$ cat config.mk
export PLATFORM = sky130hd
export DESIGN_NAME = bcd_up_counter
export DESIGN_NICKNAME = d
export VERILOG_FILES = /design/src/rtl/score_pkg.sv /design/src/rtl/bcd_digit_up.sv /design/src/rtl/bcd_up_counter.sv
export SDC_FILE = /design/constraint.sdc
export NUM_CORES = 1
export LEC_CHECK = 0
export CELL_PAD_IN_SITES_DETAIL_PLACEMENT = 1
export CELL_PAD_IN_SITES_GLOBAL_PLACEMENT = 2
export CORE_ASPECT_RATIO = 0.75
export CORE_MARGIN = 2
export CORE_UTILIZATION = 32
export CTS_BUF_LIST = sky130_fd_sc_hd__clkbuf_4
export DETAILED_ROUTE_END_ITERATION = 12
export PLACE_DENSITY_LB_ADDON = 0.05
export RECOVER_POWER = 25
export SETUP_SLACK_MARGIN = 0.2
export SYNTH_ARGS = -nofsm -noshare
export SYNTH_HDL_FRONTEND = slang
export SYNTH_HIERARCHICAL = 1
export SYNTH_SLANG_ARGS = --single-unit
$ cat constraint.sdc
create_clock -name clk -period 7.47 [get_ports clk]
set_input_delay 1.494 -clock clk [delete_from_list [all_inputs] [get_ports clk]]
set_output_delay 1.494 -clock clk [all_outputs]
set_load 0.1 [all_outputs]
$ cat src/rtl/score_pkg.sv
// Shared types and constants for the BCD score counter.
package score_pkg;

  localparam int unsigned DIGIT_W = 4;
  localparam logic [DIGIT_W-1:0] BCD_MAX = 4'd9;

  typedef enum logic [1:0] {
    IDLE,
    COUNT,
    FINISH
  } add_state_t;

endpackage

$ cat src/rtl/bcd_digit_up.sv
// One BCD digit of the up counter: load, increment on carry-in, wrap 9 -> 0.
module bcd_digit_up
  import score_pkg::*;
(
  input  logic               clk,
  input  logic               resetN,
  input  logic               loadN,
  input  logic [DIGIT_W-1:0] datain,
  input  logic               cin,
  output logic [DIGIT_W-1:0] count,
  output logic               cout
);

  always_ff @(posedge clk) begin
    if (!resetN) begin
      count <= '0;
    end else if (!loadN) begin
      count <= datain;
    end else if (cin) begin
      // Out-of-range loaded values (>9) also fall back to 0 here.
      if (count >= BCD_MAX) count <= '0;
      else                  count <= count + DIGIT_W'(1);
    end
  end

  assign cout = cin & (count == BCD_MAX);

endmodule

$ cat src/rtl/bcd_up_counter.sv
// Multi-digit saturating BCD up counter that applies "add N" requests
// one unit per tick strobe through a valid/ready handshake.
module bcd_up_counter
  import score_pkg::*;
#(
  parameter int unsigned DIGITS = 4,
  parameter int unsigned AMT_W  = 8
) (
  input  logic                  clk,
  input  logic                  resetN,
  input  logic                  loadN,
  input  logic [DIGITS*4-1:0]   datain,
  input  logic                  add_valid,
  input  logic [AMT_W-1:0]      add_amount,
  output logic                  add_ready,
  input  logic                  tick,
  output logic [DIGITS*4-1:0]   count,
  output logic                  busy,
  output logic                  done,
  output logic                  sat
);

  add_state_t       state, state_n;
  logic [AMT_W-1:0] remaining;
  logic             count_en;
  logic [DIGITS:0]  carry;
  logic             carry_unused;

  always_comb begin
    sat = 1'b1;
    for (int unsigned i = 0; i < DIGITS; i++) begin
      if (count[4*i +: 4] != BCD_MAX) sat = 1'b0;
    end
  end

  always_ff @(posedge clk) begin
    if (!resetN) state <= IDLE;
    else         state <= state_n;
  end

  always_comb begin
    state_n   = state;
    add_ready = 1'b0;
    busy      = 1'b0;
    done      = 1'b0;
    count_en  = 1'b0;
    case (state)
      IDLE: begin
        add_ready = 1'b1;
        if (add_valid) state_n = (add_amount != '0) ? COUNT : FINISH;
      end
      COUNT: begin
        busy = 1'b1;
        if (tick) begin
          if (sat) begin
            state_n = FINISH;
          end else begin
            count_en = 1'b1;
            if (remaining == AMT_W'(1)) state_n = FINISH;
          end
        end
      end
      FINISH: begin
        busy    = 1'b1;
        done    = 1'b1;
        state_n = IDLE;
      end
      default: state_n = IDLE;
    endcase
    // Load aborts any pending request and drops a same-cycle one.
    if (!loadN) begin
      state_n  = IDLE;
      count_en = 1'b0;
    end
  end

  always_ff @(posedge clk) begin
    if (!resetN || !loadN) begin
      remaining <= '0;
    end else if (state == IDLE && add_valid) begin
      remaining <= add_amount;
    end else if (state == COUNT && tick) begin
      remaining <= sat ? '0 : remaining - AMT_W'(1);
    end
  end

  assign carry[0]     = count_en;
  assign carry_unused = carry[DIGITS];

  for (genvar i = 0; i < DIGITS; i++) begin : g_digit
    bcd_digit_up u_digit (
      .clk    (clk),
      .resetN (resetN),
      .loadN  (loadN),
      .datain (datain[4*i +: 4]),
      .cin    (carry[i]),
      .count  (count[4*i +: 4]),
      .cout   (carry[i+1])
    );
  end

endmodule
==> results.cfg <==
[clock_network]
cts.clk_slew.worst_paths_ns = 0.16
root_buffer = clkbuf_4
cts_made_buffers = 3
tritoncts = built
post_cts_buffers = 0
cts_resized = 0
cts.sink_count = 26
clk_latency_ns = 0.33
ctsHtreeMaxLevel = 1
cts_hold_buf = 0
clockBufferDepth = 2

[grt]
grt_max_degree = 48
grt_pass1_vias = 1809
grt_use_total = 0.1656
grt_pass1_wl_mm = 9.066
overflow = 0
antenna_found_initial = 0

[yosys]
yosys_warnings = 6
syn_avg_cell_area_sq_um = 8.390
syn-cell-area_sq_um = 1938
netlist_instances = 231
syn_nets = 277

[final_layout]
final_cells = 357
post-route-util = 0.4341
nFillCells = 711
drive_above_1_share = 0.08961
syn2layout_area_growth_pct = 30.47
nets = 326
diodes = 0

[timing]
drv_slew = 0
worstMarginPinSlew_ns = 0.9837
setup-violations-final = 0
fin_skew_ns = 0.01268
rsz0062_at_grt = false
fin_tns_setup_ns = 0
post-route-min-period_ns = 4.957
slew_headroom = 0.3421
hold_viol_final = 0
fin_hold_ws_ns = 0.5888
fmax_mhz = 201.7
fin_crit_sh = 0.6636

[power_and_ir_drop]
clkPwrFrac = 0.180
p_seq_frac = 0.443
comb_power_share = 0.377
total_power_uw = 358.8
p_per_area_nw_per_um2 = 141.9
p_switching_uw = 143.8
ir_worst_vdd_mv = 0.06228
p_leak_uw = 0.0009018
switching_share = 0.4008
internal_power_uw = 215.0

[outcome]
status = complete, no violations

[floorplan]
die_x_microns = 93.87
core-area_sq_um = 5826
io_pins = 49
chipHeight_microns = 71.40
start_util = 0.3327
fp-row-count = 24
fp.dieArea_sq_um = 6701

[worst_setup_path]
endpoint_kind = register
worstSetupPathType = in2reg
startpoint_type = input port
crit_arrival_ns = 5.18
cp_top_family = simple AND/OR/NAND/NOR gates
cp.required_ns = 7.70
cp_max_fo = 47
path_cells = dlygate4sd3_1 > buf_4 > and3_1 > nand2_1 > nor3_1 > nand2_1 > nor3_1 > nand2_1 > nor3_1 > inv_1 > o211a_1 > o31a_1
cp_slowest_cell = dlygate4sd3_1
crit_buf_inv = 3
max_stage_delay_ns = 0.52

[hold_path]
worst_hold_path_type = reg2reg

[route]
via_per_inst = 5.241
wl_per_cell_microns = 15.18
drtIter0Drc = 52
dr.pass1.iters = 4
postRouteWirelength_mm = 5.421
drc = 0
ant_nets = 0
dr_total_vias = 1871

[placed_design]
place_hpwl_mm = 4.112
port_buffers = 48
place_congestion = 0.8121
dp.cells = 353

[run]
cap_viol_max_count = 0
layout by cell type (no fill, tap or decap), types with 4 or more instances in the layout:
master,instances
clkdlybuf4s50_1,46
dfxtp_1,26
inv_1,25
nand2_1,17
ha_1,17
o21ai_0,11
nor3_1,10
nand3_1,10
a21oi_1,9
nor2b_1,9
o2bb2ai_1,8
nor4_1,5
o31a_1,5
nor3b_2,4
o211ai_1,4
a31oi_1,4
o22ai_1,4
xor2_1,4
a31o_2,4
o211a_1,4
nand4_1,4
power by group through the flow:
stage | combinational, uW | sequential, uW | clock (uW)
floorplan | 59.3 | 195 | 0
global placement | 135 | 162 | 0
detailed placement | 135 | 162 | 0
CTS | 136 | 159 | 70.7
global route | 145 | 161 | 76.5
finish | 135 | 159 | 64.7
worst reg2reg max path, cell delays in order, from the launching register on:
cell       delay [ns]
dfxtp_1          0.52
nand4bb_2        0.25
or4_1            0.31
and3_1           0.31
nand2_1          0.08
nor3_1           0.51
nand2_1          0.11
nor3_1           0.52
nand2_1          0.11
nor3_1           0.41
inv_1            0.15
o211a_1          0.25
o31a_1           0.29
flip-flops by register name, summed over array words and instances (netlist names):
register / flops
g_digit.u_digit/count: 16
remaining: 8
state: 2
layer usage:
metal,GRT usage,vias up,routed length (microns)
li1,-,956,-
met1,0.2675,887,3092
met2,0.2317,26,2192
met3,0.02944,2,114
met4,0.02254,0,21
met5,0,-,0
final cells by class:
cell class,instances,area [sq um],area share
Multi-Input combinational cell,174,1295,0.5121
Sequential cell,26,520.5,0.2058
Timing Repair Buffer,50,495.5,0.1959
Tap cell,78,97.59,0.03859
Inverter,25,93.84,0.03711
Clock buffer,3,22.52,0.008906
Clock inverter,1,3.754,0.001484
per-stage QoR:
step	worst slack [ns]	cell area [sq um]
after detailed placement	2.247	2502
final	2.513	2529
after CTS	2.607	2529
after global placement	2.458	2502
after global routing	2.113	2529
after floorplan	1.757	1938
path summary, 6_finish.rpt:
path	startpoint	endpoint	slack, ns	cells after the start
max reg2reg	g_digit[0].u_digit/count[2]$_SDFFE_PN0P_	g_digit[3].u_digit/count[3]$_SDFFE_PN0P_	3.56	12
min reg2reg	remaining[5]$_SDFFE_PN0P_	remaining[5]$_SDFFE_PN0P_	0.59	2
max	loadN	g_digit[3].u_digit/count[3]$_SDFFE_PN0P_	2.51	12
min	remaining[5]$_SDFFE_PN0P_	remaining[5]$_SDFFE_PN0P_	0.59	2
No activity file was read; power rests on OpenSTA's default activity.
